`src/rtl/ads41_delay_cal_if.sv`:
```
// Bus between the ADS41 IDELAY calibration engine and its controller/front end.
// The slave modport is the calibration engine; the master modport drives start, samples and readback select.
interface ads41_delay_cal_if #(
   parameter int NBITS = 12
);
   localparam int NLANES = NBITS / 2;

   logic              start;
   logic [NBITS-1:0]  d_in;
   logic              d_valid;
   logic [31:0]       idelay_val;
   logic [15:0]       idelay_ctrl;
   logic              busy;
   logic              done;
   logic              fail;
   logic [NLANES-1:0] lane_fail;
   logic [3:0]        lane_sel;
   logic [4:0]        lane_tap;
   logic [5:0]        lane_width;

   modport master (
      output start, d_in, d_valid, lane_sel,
      input  idelay_val, idelay_ctrl, busy, done, fail, lane_fail, lane_tap, lane_width
   );

   modport slave (
      input  start, d_in, d_valid, lane_sel,
      output idelay_val, idelay_ctrl, busy, done, fail, lane_fail, lane_tap, lane_width
   );
endinterface

```
`src/rtl/ads41_delay_cal.sv`:
```
// Per-lane IDELAY calibration: sweeps every tap against the ADC toggle pattern,
// finds each DDR lane's widest error-free window and loads the window centre.
module ads41_delay_cal #(
   parameter int NBITS         = 12,
   parameter int NTAPS         = 32,
   parameter int SETTLE_CYCLES = 64,
   parameter int CHECK_SAMPLES = 256,
   parameter int MIN_EYE       = 4,
   parameter int DEFAULT_TAP   = 8
) (
   input logic             clk,
   input logic             rst_n,
   ads41_delay_cal_if.slave bus
);
   localparam int NLANES = NBITS / 2;
   localparam int SW     = $clog2(SETTLE_CYCLES + 1);
   localparam int CW     = $clog2(CHECK_SAMPLES + 1);
   localparam int LW     = (NLANES > 1) ? $clog2(NLANES) : 1;

   typedef enum logic [2:0] {IDLE, LOAD, SETTLE, CHECK, UPDATE, APPLY, FINISH} state_t;

   state_t            state;
   logic [4:0]        tap;
   logic [SW-1:0]     settle_cnt;
   logic [CW-1:0]     samp_cnt;
   logic [NBITS-1:0]  prev;
   logic [NLANES-1:0] err;
   logic [NLANES-1:0] lane_err;
   logic [5:0]        run_len    [NLANES];
   logic [4:0]        run_start  [NLANES];
   logic [5:0]        best_len   [NLANES];
   logic [4:0]        best_start [NLANES];
   logic [LW-1:0]     lane_idx;
   logic [4:0]        val_q;
   logic [NLANES-1:0] ctrl_q;
   logic              busy_q;
   logic              done_q;
   logic              fail_q;
   logic [NLANES-1:0] lane_fail_q;
   logic [4:0]        sel_tap;
   logic [5:0]        sel_width;

   // Eye centre rounds toward the start of the window for even widths.
   function automatic logic [4:0] center_tap(input logic [4:0] start, input logic [5:0] len);
      logic [5:0] half;
      if (len == 6'd0) return 5'(DEFAULT_TAP);
      half = (len - 6'd1) >> 1;
      return start + half[4:0];
   endfunction

   // A lane is good when both of its DDR bits inverted since the previous valid sample.
   always_comb begin
      lane_err = '0;
      for (int i = 0; i < NLANES; i++)
         lane_err[i] = (bus.d_in[2*i +: 2] != ~prev[2*i +: 2]);
   end

   always_comb begin
      sel_tap   = '0;
      sel_width = '0;
      for (int i = 0; i < NLANES; i++) begin
         if (bus.lane_sel == 4'(i)) begin
            sel_tap   = center_tap(best_start[i], best_len[i]);
            sel_width = best_len[i];
         end
      end
   end

   assign bus.idelay_val  = 32'(val_q);
   assign bus.idelay_ctrl = 16'(ctrl_q);
   assign bus.busy        = busy_q;
   assign bus.done        = done_q;
   assign bus.fail        = fail_q;
   assign bus.lane_fail   = lane_fail_q;
   assign bus.lane_tap    = sel_tap;
   assign bus.lane_width  = sel_width;

   always_ff @(posedge clk or negedge rst_n) begin
      if (!rst_n) begin
         state       <= IDLE;
         tap         <= '0;
         settle_cnt  <= '0;
         samp_cnt    <= '0;
         prev        <= '0;
         err         <= '0;
         lane_idx    <= '0;
         val_q       <= '0;
         ctrl_q      <= '0;
         busy_q      <= 1'b0;
         done_q      <= 1'b0;
         fail_q      <= 1'b0;
         lane_fail_q <= '0;
         for (int i = 0; i < NLANES; i++) begin
            run_len[i]    <= '0;
            run_start[i]  <= '0;
            best_len[i]   <= '0;
            best_start[i] <= '0;
         end
      end else begin
         ctrl_q <= '0;
         case (state)
            IDLE: begin
               if (bus.start) begin
                  tap         <= '0;
                  err         <= '0;
                  done_q      <= 1'b0;
                  fail_q      <= 1'b0;
                  lane_fail_q <= '0;
                  busy_q      <= 1'b1;
                  for (int i = 0; i < NLANES; i++) begin
                     run_len[i]    <= '0;
                     run_start[i]  <= '0;
                     best_len[i]   <= '0;
                     best_start[i] <= '0;
                  end
                  state <= LOAD;
               end
            end
            LOAD: begin
               val_q      <= tap;
               ctrl_q     <= '1;
               settle_cnt <= '0;
               state      <= SETTLE;
            end
            SETTLE: begin
               if (settle_cnt == SW'(SETTLE_CYCLES - 1)) begin
                  samp_cnt <= '0;
                  state    <= CHECK;
               end else begin
                  settle_cnt <= settle_cnt + SW'(1);
               end
            end
            CHECK: begin
               if (bus.d_valid) begin
                  prev <= bus.d_in;
                  // The first sample of each tap only seeds prev.
                  if (samp_cnt != '0) err <= err | lane_err;
                  if (samp_cnt == CW'(CHECK_SAMPLES - 1)) state <= UPDATE;
                  else samp_cnt <= samp_cnt + CW'(1);
               end
            end
            UPDATE: begin
               for (int i = 0; i < NLANES; i++) begin
                  if (!err[i]) begin
                     run_len[i] <= run_len[i] + 6'd1;
                     if (run_len[i] == 6'd0) run_start[i] <= tap;
                     // Strictly greater: on a tie the earlier window stays.
                     if (run_len[i] + 6'd1 > best_len[i]) begin
                        best_len[i]   <= run_len[i] + 6'd1;
                        best_start[i] <= (run_len[i] == 6'd0) ? tap : run_start[i];
                     end
                  end else begin
                     run_len[i] <= '0;
                  end
               end
               err <= '0;
               if (tap == 5'(NTAPS - 1)) begin
                  lane_idx <= '0;
                  state    <= APPLY;
               end else begin
                  tap   <= tap + 5'd1;
                  state <= LOAD;
               end
            end
            APPLY: begin
               val_q                 <= center_tap(best_start[lane_idx], best_len[lane_idx]);
               ctrl_q                <= NLANES'(1) << lane_idx;
               lane_fail_q[lane_idx] <= (best_len[lane_idx] < 6'(MIN_EYE));
               if (lane_idx == LW'(NLANES - 1)) state <= FINISH;
               else lane_idx <= lane_idx + LW'(1);
            end
            FINISH: begin
               busy_q <= 1'b0;
               done_q <= 1'b1;
               fail_q <= |lane_fail_q;
               state  <= IDLE;
            end
            default: state <= IDLE;
         endcase
      end
   end
endmodule
```
`src/flat_wrapper.sv`:
```
// flat-port wrapper written by rule: the top's interface ports become plain ports
module ads41_delay_cal_flat 
#(
   parameter int NBITS         = 12,
   parameter int NTAPS         = 32,
   parameter int SETTLE_CYCLES = 64,
   parameter int CHECK_SAMPLES = 256,
   parameter int MIN_EYE       = 4,
   parameter int DEFAULT_TAP   = 8
)
  (clk, rst_n, bus_start, bus_d_in, bus_d_valid, bus_lane_sel, bus_idelay_val, bus_idelay_ctrl, bus_busy, bus_done, bus_fail, bus_lane_fail, bus_lane_tap, bus_lane_width);
  ads41_delay_cal_if #(.NBITS(NBITS)) bus_i ();
  input logic clk;
  input logic rst_n;
  input wire logic [$bits(bus_i.start)-1:0] bus_start;
  input wire logic [$bits(bus_i.d_in)-1:0] bus_d_in;
  input wire logic [$bits(bus_i.d_valid)-1:0] bus_d_valid;
  input wire logic [$bits(bus_i.lane_sel)-1:0] bus_lane_sel;
  output wire logic [$bits(bus_i.idelay_val)-1:0] bus_idelay_val;
  output wire logic [$bits(bus_i.idelay_ctrl)-1:0] bus_idelay_ctrl;
  output wire logic [$bits(bus_i.busy)-1:0] bus_busy;
  output wire logic [$bits(bus_i.done)-1:0] bus_done;
  output wire logic [$bits(bus_i.fail)-1:0] bus_fail;
  output wire logic [$bits(bus_i.lane_fail)-1:0] bus_lane_fail;
  output wire logic [$bits(bus_i.lane_tap)-1:0] bus_lane_tap;
  output wire logic [$bits(bus_i.lane_width)-1:0] bus_lane_width;
  assign bus_i.start = bus_start;
  assign bus_i.d_in = bus_d_in;
  assign bus_i.d_valid = bus_d_valid;
  assign bus_i.lane_sel = bus_lane_sel;
  assign bus_idelay_val = bus_i.idelay_val;
  assign bus_idelay_ctrl = bus_i.idelay_ctrl;
  assign bus_busy = bus_i.busy;
  assign bus_done = bus_i.done;
  assign bus_fail = bus_i.fail;
  assign bus_lane_fail = bus_i.lane_fail;
  assign bus_lane_tap = bus_i.lane_tap;
  assign bus_lane_width = bus_i.lane_width;
  ads41_delay_cal #(.NBITS(NBITS), .NTAPS(NTAPS), .SETTLE_CYCLES(SETTLE_CYCLES), .CHECK_SAMPLES(CHECK_SAMPLES), .MIN_EYE(MIN_EYE), .DEFAULT_TAP(DEFAULT_TAP)) u_core (.clk(clk), .rst_n(rst_n), .bus(bus_i));
endmodule
```
`config.mk`:
```
export PLATFORM = sky130hd
export DESIGN_NAME = ads41_delay_cal_flat
export DESIGN_NICKNAME = d
export VERILOG_FILES = /design/src/rtl/ads41_delay_cal_if.sv /design/src/rtl/ads41_delay_cal.sv /design/src/flat_wrapper.sv
export SDC_FILE = /design/constraint.sdc
export NUM_CORES = 1
export LEC_CHECK = 0
export BUFFER_PORTS_ARGS = -buffer_cell sky130_fd_sc_hd__buf_2
export CAP_MARGIN = 20
export CORE_MARGIN = 1
export CORE_UTILIZATION = 56
export CTS_CLUSTER_DIAMETER = 40
export DETAILED_ROUTE_END_ITERATION = 8
export MAX_ROUTING_LAYER = met4
export PLACE_DENSITY = 0.72
export SLEW_MARGIN = 10
export SYNTH_ARGS = -nofsm -noshare
export SYNTH_HDL_FRONTEND = slang
export SYNTH_SLANG_ARGS = --single-unit
```
`constraint.sdc`:
```
create_clock -name clk -period 4.9 [get_ports clk]
set_input_delay 0.49 -clock clk [delete_from_list [all_inputs] [get_ports clk]]
set_output_delay 0.49 -clock clk [all_outputs]
set_load 0.02 [all_outputs]
```
Word level (Yosys, flattened, before mapping)
Index checks and enable logic that the tools add are counted.
{"block": "totals", "inputBits": 20, "reg_bits": 197, "word_cells": 300}
{"block": "classes", "order_cmp": 10, "add_sub_neg": 24, "bitwise": 8, "n_shift": 1, "n_mux": 128, "n_eq_ne": 44, "reduce_logical": 48}
{"operator": "two-way mux 5 bit", "count": 48}
{"operator": "two-way mux 6 bit", "count": 29}
{"operator": "case mux 36 bit (2 select lines)", "count": 2}
{"operator": "case mux 30 bit (2 select lines)", "count": 2}
{"operator": "zero test 6 bit", "count": 13}
{"operator": "subtractor 6 x 1 -> 6 bit, second input constant", "count": 7}
{"operator": "adder 6 x 1 -> 6 bit, second input constant", "count": 6}
{"operator": "greater-than comparator 6 bit", "count": 6}
{"operator": "two-way mux 36 bit", "count": 1}
{"operator": "adder 5 bit", "count": 7}
{"operator": "AND reduction 4 bit", "count": 8}
{"operator": "two-way mux 30 bit", "count": 1}
{"operator": "two-way mux 9 bit", "count": 3}
{"operator": "two-way mux 3 bit", "count": 8}
{"operator": "!= test 2 bit, second input constant", "count": 12}
{"operator": "case mux 6 bit (2 select lines)", "count": 2}
{"operator": "AND reduction 3 bit", "count": 8}
{"operator": "!= test 2 x 1 -> 1 bit, second input constant", "count": 11}
{"operator": "case mux 5 bit (2 select lines)", "count": 2}
{"operator": "binary-select mux 6 bit (select 3 bit)", "count": 1}
{"operator": "case mux 3 bit (6 select lines)", "count": 1}
{"operator": "case mux 6 bit (3 select lines)", "count": 1}
{"operator": "case mux 9 bit (2 select lines)", "count": 1}
{"operator": "two-way mux 1 bit", "count": 17}
{"operator": "other kinds (38)", "count": 66}

Depth between registers and ports, before layout
{"block": "logic_depth", "word_depth": 10, "depth_mapped": 15}

Worst setup path after synthesis
No wires, ideal clock.
{"block": "synth_timing", "path_type": "flip-flop to flip-flop", "from": "register u_core.lane_idx[1]", "to": "register u_core.val_q[4]", "path_stages_with_launch": 15, "path_buffers": 2, "arrival_ns": 3.355, "path_slack_ns": 1.419, "synth_period_minus_slack_ns": 3.481, "cell_sequence": "dfrtp_1 -> buf_4 -> nand2b_1 -> clkbuf_1 -> o32a_1 -> o21a_1 -> ha_1 -> inv_1 -> ha_1 -> fa_1 -> a21o_1 -> a21oi_1 -> xnor3_1 -> xor2_1 -> a221o_1"}
{"block": "synth_between", "elab_chain_len": 9, "word_cells_on_any_way": 14, "classes_between": "add/sub: 2; mux: 10; bitwise: 1; reduce/logical: 1"}
{"item": "from (decl)", "line_no": "ads41_delay_cal.sv:33", "rtl": "logic [LW-1:0] lane_idx;"}
{"item": "from (signal assigned)", "line_no": "ads41_delay_cal.sv:170", "rtl": "else lane_idx <= lane_idx + LW'(1);"}
{"item": "inverter 3 -> 4 bit (not written as such) (*)", "line_no": "ads41_delay_cal.sv:166", "rtl": "val_q <= center_tap(best_start[lane_idx], best_len[lane_idx]);"}
{"item": "parallel branches: the longest is 6 deep, another holds subtractor 6 x 1 -> 6 bit"}
{"item": "two-way mux 5 bit (*)", "line_no": "ads41_delay_cal.sv:47", "rtl": "half = (len - 6'd1) >> 1;"}
{"item": "case mux 5 bit (2 select lines) (*)", "line_no": "ads41_delay_cal.sv:101", "rtl": "case (state)"}
{"item": "to (signal assigned)", "line_no": "ads41_delay_cal.sv:120", "rtl": "val_q <= tap;"}
{"item": "to (signal assigned)", "line_no": "ads41_delay_cal.sv:166"}
{"item": "to (decl)", "line_no": "ads41_delay_cal.sv:34", "rtl": "logic [4:0] val_q;"}
Mark *: on every way between the ends. The select of a mux whose other input is x is not followed.
A chain may end at the register's enable or synchronous reset.

Worst setup path in the final report
{"block": "layout_timing", "from": "register u_core.best_len[0] in the netlist's numbering", "to": "output port bus_lane_tap[4]"}
{"block": "layout_between", "elab_chain_len": 5, "word_cells_on_any_way": 7, "classes_between": "add/sub: 2; mux: 4; reduce/logical: 1"}
{"item": "from (decl)", "line_no": "ads41_delay_cal.sv:31", "rtl": "logic [5:0] best_len [NLANES];"}
{"item": "from (signal, indexed assignment)", "line_no": "ads41_delay_cal.sv:149", "rtl": "best_len[i] <= run_len[i] + 6'd1;"}
{"item": "parallel branches: the longest is 3 deep, another holds subtractor 6 x 1 -> 6 bit"}
{"item": "two-way mux 5 bit (*)", "line_no": "ads41_delay_cal.sv:47"}
{"item": "two-way mux 5 bit (*)", "line_no": "ads41_delay_cal.sv:62", "rtl": "if (bus.lane_sel == 4'(i)) begin"}
{"item": "to (decl)", "line_no": "flat_wrapper.sv:25", "rtl": "output wire logic [$bits(bus_i.lane_tap)-1:0] bus_lane_tap;"}
Marked as above.

==> run metrics <==
GRT overflow 0; core area 0.0229 mm2; # hold bufs at CTS 0; FF+latch count, synth 197; Static Leak 6.77 nW; layout cells sized above 1 11.8%; max-capacitance violation count 0; outcome finished, final reports clean; DRT Wirelength 34500 um; post-DR vias/cell 6.02; # rows 55; routability cong. 0.982; reg-to-reg startpoint u_core.lane_idx[2]; fin crit share 77.1%; # diodes 0; Seq/Total Area, Yosys 37.1%; largest net degree at the start of global routing 113; clock sink count 197; Yosys cell types 77; Critical Path Start Type register; Fmax 265 MHz; Final Setup Violations 0; drt wl/cell 19.9 um; Skew-Pair Late Insertion Delay 0.45 ns; Critical path origin u_core.best_len[0]; warnings from Yosys 0; initial antenna violation count 0; die footprint 0.0243 mm2; Avg Inst Size Synth 9.67 um2; post-CTS sizing 0; first-pass GRT wire length 54400 um; min-delay worst type input port to asynchronous set/reset pin; first drt pass iteration count 5; Starting Density 57.9%; crit path max fanout 6; most common cell after layout, fill and taps aside dfrtp_1; Post-CTS Setup Bufs 0; peak supply drop 251 uV; minimum clock period 3.78 ns; IO buf count 50; Synth Flop Type dfrtp_1; RSZ-0062 raised after global routing false; Fin. Hold Viols 0; relative slew slack 31.9%; Layout Area Growth over Synthesis 7.53%; vias in the first global route 9924; via count 10429; Die Height 156 um; CP Class register to output pin; Final Total Pwr 6.68 mW; CTS tree done; Worst-Margin Slew 1.01 ns; setup tns final 0 ns; Cell Pwr Density 468 mW/mm2; CTS Root Cell clkbuf_16; Post-Syn Instances 1373; Slew Limit Fails 0; Post-Syn Area 0.0133 mm2; CP arrival 3.29 ns; DRC viols 0; CTS clk-pin slew, worst paths 0.07 ns; hpwl dp 25200 um; GR Util All Layers 30.4%; crit path capture type output pin; IO Pins 88; most frequent cells in the layout dfrtp_1 (197), nand2_1 (137), inv_1 (116); FFs w/ async S/R, synth 100%; Die W 156 um; clock buffer depth 2; CP required 4.41 ns; nets 1536; First DRT Iteration DRCs 814; htree depth 4; Antenna Violating Nets Remaining 0; number of enable-type register cells in the synthesized netlist 0; skew final 0.0103 ns; total clock buffers created by CTS 17
critical path: stages (launching register included):
cell,delay [ns]
dfrtp_1,0.49
inv_1,0.14
ha_1,0.26
xor2_1,0.22
inv_1,0.09
fa_1,0.44
inv_1,0.07
a21o_1,0.10
a21oi_1,0.07
xnor2_1,0.17
a22o_1,0.24
or3_1,0.36
buf_2,0.17
per-layer routing:
layer / vias up / wire, um / GRT usage [%]
met2: 400 / 15900 / 46.2
met5: - / 0 / -
met1: 5091 / 15200 / 40.1
li1: 4858 / - / -
met4: 0 / 1300 / 12.7
met3: 80 / 2120 / 5.22
state kept, by name, summed over array words and instances (netlist names), 6 cells and up:
register              cells
u_core.run_start         30
u_core.bus.lane_fail      6
u_core.err                6
u_core.best_start        30
u_core.samp_cnt           9
u_core.run_len           36
u_core.ctrl_q             6
u_core.prev              12
u_core.settle_cnt         7
u_core.best_len          36
stage by stage:
stage	hold slack, ns	area [um2]	utilization [%]	setup slack (ns)	cells
2_1_floorplan	0.194	13400	-	1.42	1409
3_3_place_gp	0.470	13700	59.8	1.24	1701
3_5_place_dp	0.477	13700	59.8	1.21	1701
4_1_cts	0.218	14300	62.3	1.14	1732
5_1_grt	0.261	14300	62.3	0.916	1732
6_report	0.179	14300	62.3	1.12	1732
cell families (layout without fill, tap and decap cells):
family,count (synthesis),count (layout),share of synthesized area (%)
and+or+nand+nor,352,352,12.3
buffers and inverters,206,216,7.11
other,1,37,0.0283
adders and majority gates,109,109,10.7
muxes,118,118,10.7
DFF,197,197,37.1
AOI/OAI and AO/OA,290,290,15.4
xor gates and xnor gates,100,100,6.70
layout make-up:
cell class | instances | area, um2
Fill cell | 1945 | 8640
Multi-Input combinational cell | 1006 | 7540
Sequential cell | 197 | 4930
Clock buffer | 20 | 447
Inverter | 116 | 435
Timing Repair Buffer | 69 | 414
Tap cell | 313 | 392
Clock inverter | 11 | 113
power breakdown:
part / switching (mW) / leakage [nW] / internal [mW]
logic: 1.82 / 3.82 / 1.19
clock network: 0.690 / 0.272 / 0.686
registers: 0.394 / 2.68 / 1.90
final timing paths:
kind / end / slack [ns] / depth (start not counted)
worst max-delay path: bus_lane_tap[4] / 1.12 / 12
worst min-delay path: u_core.bus.done / 0.18 / 1
worst max register to register: u_core.val_q[4] / 1.15 / 12
worst min register to register: u_core.run_start[6] / 0.49 / 1
max in group asynchronous: u_core.run_len[26] / 3.75 / 2
min in group clk: u_core.prev[2] / 0.29 / 2
cell usage after synthesis, types with 4 or more instances:
library cell | n | area (um2)
nand4_1 | 6 | 37.5
inv_1 | 116 | 435
a21oi_1 | 53 | 265
a221o_1 | 4 | 40.0
xnor2_1 | 36 | 315
o2bb2ai_1 | 4 | 35.0
mux4_2 | 13 | 293
and3_1 | 11 | 68.8
a32o_1 | 34 | 340
nor3b_1 | 4 | 30.0
buf_4 | 39 | 293
nand3_1 | 52 | 260
a31oi_1 | 7 | 43.8
o22ai_1 | 11 | 68.8
o31ai_1 | 16 | 120
nor2b_1 | 9 | 56.3
buf_2 | 7 | 35.0
nand2b_1 | 13 | 81.3
a221oi_1 | 5 | 43.8
xor2_1 | 63 | 552
nor2_1 | 68 | 255
ha_1 | 102 | 1280
mux2i_1 | 61 | 611
o21ai_1 | 5 | 25.0
a21o_1 | 23 | 173
nor4_1 | 8 | 50.1
mux2_2 | 42 | 473
clkbuf_1 | 33 | 124
o21a_1 | 7 | 52.6
o211ai_1 | 6 | 45.0
or3_1 | 5 | 31.3
a22o_1 | 12 | 105
o21ai_0 | 69 | 345
buf_1 | 9 | 33.8
fa_1 | 7 | 140
nor3_1 | 19 | 95.1
nand2_1 | 137 | 514
dfrtp_1 | 197 | 4930
No activity file was read; power rests on OpenSTA's default activity.
